$ cat src/rtl/stage_seq_pkg.sv
// Shared types and helpers for the processor stage sequencer.
package stage_seq_pkg;

  typedef enum logic [1:0] {
    IDLE     = 2'd0,
    RUN      = 2'd1,
    MEM_WAIT = 2'd2,
    FAULT    = 2'd3
  } seq_state_e;

  localparam logic [1:0] FC_NONE    = 2'b00;
  localparam logic [1:0] FC_TIMEOUT = 2'b01;
  localparam logic [1:0] FC_BUSERR  = 2'b10;

  localparam int MAX_STAGES = 32;

  // One-hot of a 1-based stage number; out-of-range stages give zero.
  function automatic logic [MAX_STAGES-1:0] stage_onehot(input int stage, input int num_stages);
    logic [MAX_STAGES-1:0] oh;
    oh = '0;
    if (stage >= 1 && stage <= num_stages && stage <= MAX_STAGES)
      oh = {{(MAX_STAGES-1){1'b0}}, 1'b1} << (stage - 1);
    return oh;
  endfunction

endpackage

$ cat src/rtl/mem_wait_timer.sv
// Cycle counter for an outstanding memory access; flags the last allowed wait cycle.
module mem_wait_timer #(
  parameter int MEM_TIMEOUT = 16
) (
  input  logic clk,
  input  logic rst_n,
  input  logic clear,
  input  logic enable,
  output logic expire
);

  localparam int TW = $clog2(MEM_TIMEOUT + 1);

  logic [TW-1:0] count_q, count_d;

  assign expire = (count_q == TW'(MEM_TIMEOUT - 1));

  // Saturates at the expiry value so a stalled count never wraps back to zero.
  always_comb begin
    count_d = count_q;
    if (clear)
      count_d = '0;
    else if (enable && !expire)
      count_d = count_q + TW'(1);
  end

  always_ff @(posedge clk or negedge rst_n) begin
    if (!rst_n)
      count_q <= '0;
    else
      count_q <= count_d;
  end

endmodule

$ cat src/rtl/stage_sequencer.sv
// Run/halt/single-step stage sequencer with MFC handshake, timeout and bus-error fault.
module stage_sequencer
  import stage_seq_pkg::*;
#(
  parameter int NUM_STAGES  = 5,
  parameter int STAGE_W     = 3,
  parameter int MEM_STAGE   = 4,
  parameter int MEM_TIMEOUT = 16,
  parameter int CNT_W       = 32
) (
  input  logic                  Clock,
  input  logic                  Reset_n,
  input  logic                  Run,
  input  logic                  Halt_Req,
  input  logic                  Mode_Step,
  input  logic                  Step,
  input  logic                  Mem_Op,
  input  logic                  MEM_MFC,
  input  logic                  MEM_ERROR,
  output logic [STAGE_W-1:0]    Stage,
  output logic [NUM_STAGES-1:0] Stage_Strobe,
  output logic                  Mem_Req,
  output logic                  Busy,
  output logic                  Fault,
  output logic [1:0]            Fault_Code,
  output logic [CNT_W-1:0]      Cycle_Count,
  output logic [CNT_W-1:0]      Instr_Count
);

  seq_state_e               state_q, state_d;
  logic [STAGE_W-1:0]       stage_q, stage_d;
  logic [1:0]               code_q, code_d;
  logic [CNT_W-1:0]         cycle_q, cycle_d;
  logic [CNT_W-1:0]         instr_q, instr_d;
  logic                     step_prev_q, step_prev_d;

  logic                     step_edge, go, advance, last_stage, busy;
  logic                     tmr_clr, tmr_en, tmr_expire;
  logic [MAX_STAGES-1:0]    strobe_full;
  logic                     unused_strobe_bits;

  mem_wait_timer #(.MEM_TIMEOUT(MEM_TIMEOUT)) u_timer (
    .clk    (Clock),
    .rst_n  (Reset_n),
    .clear  (tmr_clr),
    .enable (tmr_en),
    .expire (tmr_expire)
  );

  assign busy = (state_q == RUN) || (state_q == MEM_WAIT);

  always_comb begin
    step_edge   = Step & ~step_prev_q;
    go          = Mode_Step ? step_edge : 1'b1;
    last_stage  = (stage_q == STAGE_W'(NUM_STAGES));
    step_prev_d = Step;
    state_d     = state_q;
    stage_d     = stage_q;
    code_d      = code_q;
    instr_d     = instr_q;
    cycle_d     = busy ? cycle_q + CNT_W'(1) : cycle_q;
    advance     = 1'b0;
    tmr_clr     = 1'b0;
    tmr_en      = 1'b0;

    case (state_q)
      IDLE: begin
        if (!Halt_Req && Run) begin
          state_d = RUN;
          stage_d = STAGE_W'(1);
        end
      end
      RUN: begin
        if (go) begin
          if (stage_q == STAGE_W'(1) || (stage_q == STAGE_W'(MEM_STAGE) && Mem_Op)) begin
            state_d = MEM_WAIT;
            tmr_clr = 1'b1;
          end else begin
            advance = 1'b1;
          end
        end
      end
      MEM_WAIT: begin
        // Step is deliberately not consulted here: an issued access runs to completion.
        tmr_en = 1'b1;
        if (MEM_ERROR) begin
          state_d = FAULT;
          code_d  = FC_BUSERR;
        end else if (MEM_MFC) begin
          advance = 1'b1;
        end else if (tmr_expire) begin
          state_d = FAULT;
          code_d  = FC_TIMEOUT;
        end
      end
      default: ;
    endcase

    if (advance) begin
      if (last_stage) begin
        stage_d = STAGE_W'(1);
        instr_d = instr_q + CNT_W'(1);
        state_d = Halt_Req ? IDLE : RUN;
      end else begin
        stage_d = stage_q + STAGE_W'(1);
        state_d = RUN;
      end
    end

    strobe_full = stage_onehot(int'(stage_q), NUM_STAGES);
  end

  assign unused_strobe_bits = ^strobe_full;

  always_ff @(posedge Clock or negedge Reset_n) begin
    if (!Reset_n) begin
      state_q     <= IDLE;
      stage_q     <= STAGE_W'(1);
      code_q      <= FC_NONE;
      cycle_q     <= '0;
      instr_q     <= '0;
      step_prev_q <= 1'b0;
    end else begin
      state_q     <= state_d;
      stage_q     <= stage_d;
      code_q      <= code_d;
      cycle_q     <= cycle_d;
      instr_q     <= instr_d;
      step_prev_q <= step_prev_d;
    end
  end

  assign Stage        = stage_q;
  assign Stage_Strobe = advance ? strobe_full[NUM_STAGES-1:0] : '0;
  assign Mem_Req      = (state_q == MEM_WAIT);
  assign Busy         = busy;
  assign Fault        = (state_q == FAULT);
  assign Fault_Code   = code_q;
  assign Cycle_Count  = cycle_q;
  assign Instr_Count  = instr_q;

endmodule

$ cat config.mk
export PLATFORM = sky130hd
export DESIGN_NAME = stage_sequencer
export DESIGN_NICKNAME = d
export VERILOG_FILES = /design/src/rtl/stage_seq_pkg.sv /design/src/rtl/mem_wait_timer.sv /design/src/rtl/stage_sequencer.sv
export SDC_FILE = /design/constraint.sdc
export NUM_CORES = 1
export LEC_CHECK = 0
export CAP_MARGIN = 10
export CORE_ASPECT_RATIO = 0.7
export CORE_MARGIN = 1
export CORE_UTILIZATION = 55
export DETAILED_ROUTE_END_ITERATION = 8
export HOLD_SLACK_MARGIN = 0.05
export PLACE_DENSITY = 0.92
export SETUP_SLACK_MARGIN = 0.02
export SLEW_MARGIN = 15
export SYNTH_ARGS = -nofsm -noshare
export SYNTH_HDL_FRONTEND = slang
export SYNTH_SLANG_ARGS = --single-unit
$ cat constraint.sdc
create_clock -name Clock -period 3.6 [get_ports Clock]
set_clock_uncertainty 0.05 [all_clocks]
set_input_delay 0.54 -clock Clock [delete_from_list [all_inputs] [get_ports Clock]]
set_output_delay 0.54 -clock Clock [all_outputs]
set_load 0.05 [all_outputs]
### Word level (Yosys, flattened, before mapping)

Cells that the tools add are included.

| cells by class | value |
|---|---|
| $add $sub $neg | 5 |
| $mul | 0 |
| divide/modulo/power cells | 0 |
| magnitude comparators | 2 |
| equal/unequal tests | 13 |
| shift operators | 1 |
| muxes and demuxes | 31 |
| bitwise logic cells | 2 |
| reduce and logical (&&, ||, !) cells | 18 |

Operators by type and width:

| kind | number |
|---|---|
| $add 32x1->32 const B | 2 |
| $shl 1x32->5 const A | 1 |
| $mux 2 | 10 |
| $mux 5 | 4 |
| $mux 3 | 4 |
| $mux 1 | 11 |
| $reduce_bool 2->1 | 4 |
| $eq 3x3->1 const B | 2 |
| $ne 3x3->1 const B | 2 |
| $pmux 2 s3 | 1 |
| $reduce_and 6->1 | 1 |
| $add 5x1->5 const B | 1 |
| $eq 5x4->1 const B | 1 |
| $eq 2x2->1 const B | 2 |
| $logic_and 1x1->1 | 4 |
| $ne 4x2->1 const B | 1 |
| $ne 4x3->1 const B | 1 |
| $reduce_and 2->1 | 2 |
| $reduce_bool 4->1 | 1 |
| $sub 3x1->4 const B | 1 |
| $add 3x1->3 const B | 1 |
| $eq 3x1->1 const B | 1 |
| $ge 3x1->1 const B | 1 |
| $le 3x3->1 const B | 1 |
| other kinds (10) | 12 |

| word-level totals | value |
|---|---|
| register bits | 77 |
| bits in latches | 0 |
| RAM bits | 0 |
| bits in read-only memories | 0 |
| input port bits | 9 |
| output and inout bits | 77 |
| logic and storage cells | 79 |
| memories kept | 0 |

### Logic depth before layout (Yosys ltp)

| logic depth | value |
|---|---|
| word-level depth | 8 |
| depth in mapped cells | 9 |
| mapped depth without buffers | 8 |

### By module

From an unflattened synthesis, not the netlist that was laid out.

| unflattened totals | value |
|---|---|
| cells, all modules | 353 |
| area, all modules | 3853.7 µm² |

Modules (own cells, without submodules):

| module | times used | cells each | area an instance (µm²) | seq. area each (µm²) |
|---|---|---|---|---|
| stage_sequencer | 1 | 330 | 3593.4 | 1803.0 |
| mem_wait_timer | 1 | 23 | 260.2 | 125.1 |

### Worst setup path before layout

OpenSTA, ideal clock, no wires.

| timing | value |
|---|---|
| path type | reg2out |
| start | register stage_q[1] (netlist: Stage[1]) |
| end | output Stage_Strobe[4] |
| arrival time | 3339 ps |
| data required time | 3010 ps |
| slack | -329 ps |
| stages on the path, launching flop included | 8 |
| path buffers | 1 |
| cell sequence | dfrtp_1 inv_1 ha_1 nand2b_1 and2_1 clkbuf_1 a41oi_1 nor4_1 |

| on the way | value |
|---|---|
| longest elaborated chain between the ends | 7 |
| elaborated cells between the ends (all ways) | 14 |
| those cells by class | add/sub (1); order compare (2); eq/ne (2); shift (1); mux (5); reduce/logical (3) |

Ends and longest elaborated chain:

| what | line | RTL |
|---|---|---|
| start, declared | stage_sequencer.sv:31 | `logic [STAGE_W-1:0] stage_q, stage_d;` |
| start signal, assigned | stage_sequencer.sv:125 | `stage_q <= stage_d;` |
| $eq 3x3->1 | stage_sequencer.sv:75 | `if (stage_q == STAGE_W'(1) \|\| (stage_q == STAGE_W'(MEM_STAGE) && Mem_Op)) begin` |
| $logic_and 1x1->1 | stage_sequencer.sv:75 |  |
| $logic_or 1x1->1 | stage_sequencer.sv:75 |  |
| $mux 1 | stage_sequencer.sv:75 |  |
| $mux 1 | stage_sequencer.sv:74 | `if (go) begin` |
| $pmux 1 s2 | stage_sequencer.sv:66 | `case (state_q)` |
| $mux 5 * | stage_sequencer.sv:134 | `assign Stage_Strobe = advance ? strobe_full[NUM_STAGES-1:0] : '0;` |
| end, declared | stage_sequencer.sv:21 | `output logic [NUM_STAGES-1:0] Stage_Strobe,` |

Mark *: on every way between the ends. The rest lies on a longest branch, timed or not.

### Worst setup path after layout

| timing | value |
|---|---|
| start | register stage_q[1] (netlist: Stage[1]) |
| end | output Stage_Strobe[3] |

Same word-level chain as after synthesis.

==> run_results.csv <==
group,metric,value,unit
run_status,status,"finished, final reports clean",
power_and_ir_drop,peakVddDrop,417,uV
global_routing,grt_pass1_vias,2935,
routing,first_pass_iters,4,
synthesis,yosysWarnings,0,
power_and_ir_drop,intPower,1.84,mW
synthesis,syn_area,3890,um2
worst_setup_path,worstPathArrival,2.86,ns
final_layout,stdcell_area,5050,um2
place,dpl_cell_area,4810,um2
worst_setup_path,worstPathCellList,"inv_1 > ha_1 > nand2b_1 > and2_1 > a41o_1 > nand2_1 > nor2_1 > clkdlybuf4s15_1",
synthesis,synth_top_area_share,48.9,%
global_routing,antenna_found_initial,0,
global_routing,grt-ovfl-total,0,
floorplan,die-width,103,um
final_layout,final_cell_mix,"clkdlybuf4s50_1, dfrtp_1, xnor2_1",
floorplan,core_area,6790,um2
power_and_ir_drop,p_sw,1.24,mW
clock_tree,cts_tree,"done",
routing,ant_nets,0,
timing,fin_crit,3.45,ns
clock_tree,clock_latency,0.35,ns
synthesis,avgSynthCellArea,10.8,um2
worst_setup_path,path_delay_family,"simple AND/OR/NAND/NOR gates",
worst_setup_path,critPathMaxFanout,6,
synthesis,yosysUniqueCellTypes,46,
floorplan,io_pins,86,
synthesis,yosysTopAreaCell,"dfrtp_1",
clock_tree,cts_inserted_buffers,9,
final_layout,layout-drive-gt1-share,8.20,%
timing,setup_tns,0,ns
timing,setup_violations,0,
worst_setup_path,cp.required,3.01,ns
synthesis,netlist_instances,360,
synthesis,syn_nets,383,
final_layout,fin_cells,545,
timing,hold_viol_final,0,
place,dpl.cell_count,529,
place,dp_hpwl,6170,um
final_layout,insertedDiodeCount,0,
clock_tree,cts_setup_buffers,0,
place,io_buffers,85,
floorplan,chipHeight,72.4,um
timing,fin_crit_sh,95.7,%
synthesis,yosys_register_bits,77,
final_layout,final_common_cell,"clkdlybuf4s50_1",
timing,slew_violations,0,
clock_tree,cts-root-buf,"clkbuf_8",
power_and_ir_drop,p_leak,2.25,nW
synthesis,synth_top_flop_cell,"dfrtp_1",
routing,routed_wl,8570,um
synthesis,yosysSeqAreaShare,49.5,%
job,cap_viol_max_count,0,
timing,worstMarginPinSlew,0.944,ns
worst_setup_path,cp-start-kind,"flop",
worst_setup_path,cpMaxStageDelayCell,"clkdlybuf4s15_1",
clock_tree,cts_htree_levels,3,
worst_setup_path,max_stage_delay,0.52,ns
power_and_ir_drop,p_total,3.08,mW
timing,slew_headroom,37.1,%
power_and_ir_drop,netSwitchingFraction,40.1,%
min_path,hp-class,"input port to asynchronous set/reset pin",
synthesis,synth_area_leaders,"dfrtp_1, xnor2_1, xor2_1",
routing,detail_route.wl_per_cell,15.7,um
routing,vias,3007,
worst_setup_path,timing.critical_path.buf_inv,2,
place,gp_routability_congestion,0.914,
final_layout,areaGrowthSynthToFinish,29.7,%
power_and_ir_drop,p_clk_share,26.1,%
clock_tree,holdBufCountCts,0,
power_and_ir_drop,power_frac_comb,37.8,%
synthesis,synth_edf_count,0,
timing,rsz0062_at_grt,"false",
power_and_ir_drop,power.density,610,nW/um2
timing,fmax,290,MHz
routing,drt_iter0_markers,118,
synthesis,async_flop_share,100,%
floorplan,dieArea,7420,um2
power_and_ir_drop,seqPwrFrac,36.1,%
final_layout,nets,469,
clock_tree,numClockSinks,77,
global_routing,grt_max_degree,78,
clock_tree,clockBufferDepth,2,
routing,remaining_drc_errors,0,
floorplan,start_util,57.3,%
global_routing,grt.total_usage,25.2,%
global_routing,grt_pass1_wl,14100,um
routing,via_per_inst,5.52,
worst_setup_path,endpoint_kind,"output pin",
clock_tree,cts.clk_slew.worst_paths,0.08,ns
floorplan,num_rows,25,
worst_setup_path,crit_type,"flop to output pin",
==> metal layers <==
layer,vias up,part of all wire [%],track usage (%)
met3,14,5.7,7.80
met1,1476,47,33.2
li1,1419,-,-
met2,98,46,39.5
met4,0,1.5,9.37
met5,-,0,0
==> synthesized netlist by cell type, types with 3 or more instances <==
cell type and count:
a21oi_1 6, and2_1 5, and3_1 15, and4_1 7
buf_2 4, clkbuf_1 3, dfrtp_1 76, ha_1 14
inv_1 14, mux2i_1 3, nand2_1 27, nand2b_1 4
nand3_1 28, nand3b_1 3, nand4_1 18, nor2_1 21
nor3_1 7, nor3_2 9, xnor2_1 42, xor2_1 23
==> layout make-up <==
cell class                      count  area, um2
Clock buffer                       10        138
Clock inverter                      6        110
Fill cell                         481       1740
Inverter                           15       56.3
Multi-Input combinational cell    258       1860
Sequential cell                    77       1930
Tap cell                           94        118
Timing Repair Buffer               85        842
==> repair_timing <==
action | CTS | global route
endpoints found under the hold margin | 0 | 0
gates resized for setup | 5 | 5
setup endpoints to repair | 5 | 4
gates cloned | 0 | 0
==> power by group through the flow <==
stage / clock [mW] / sequential (mW) / combinational (mW)
6_report: 0.803 / 1.11 / 1.17
5_1_grt: 0.853 / 1.13 / 1.26
4_1_cts: 0.816 / 1.11 / 1.16
3_5_place_dp: 0 / 1.13 / 1.15
3_3_place_gp: 0 / 1.11 / 1.11
2_1_floorplan: 0 / 1.31 / 0.627
==> metrics by stage <==
step	hold WS [ns]	setup slack, ns	util, %
final	0.266	0.155	74.4
after global placement	0.411	0.371	70.8
after detailed placement	0.410	0.247	70.8
after floorplan	0.194	0.230	-
after CTS	0.309	0.144	74.4
after global routing	0.345	0.0226	74.4
==> flip-flops by register name, indices dropped and copies added (netlist names) <==
signal,flops
Cycle_Count,32
Fault_Code,2
Instr_Count,32
Stage,3
state_q,2
step_prev_q,1
u_timer.count_q,5
==> worst register-to-register path, delay by kind of cell (launching register included) <==
kind            cells  cell delay (ns)
simple gates        3             0.88
fa+ha+maj           1             0.54
compound gates      1             0.44
xor+xnor            1             0.17
flops               1             0.43
buf+inv             1             0.11
==> cell families after synthesis <==
kind of cell               Yosys count  synth area share [%]
and+or+nand+nor                    154                  22.8
DFF                                 77                  49.5
xor gates and xnor gates            65                  14.6
buffers and inverters               25                  2.92
AOI/OAI and AO/OA                   20                  4.28
adders and majority gates           14                  4.50
muxes                                5                  1.35
==> final timing paths <==
path / startpoint / to / slack, ns / cells past startpoint
setup / recovery: Stage[1] / Stage_Strobe[3] / 0.15 / 8
hold / removal: Reset_n / Cycle_Count[0] / 0.27 / 1
setup reg to reg: state_q[0] / Instr_Count[9] / 0.91 / 7
hold reg to reg: Instr_Count[31] / Instr_Count[31] / 0.42 / 1
max in group asynchronous: Reset_n / Instr_Count[24] / 2.62 / 1
min in group Clock: Instr_Count[31] / Instr_Count[31] / 0.42 / 1
Note: power is estimated with default switching activity, not from simulation.
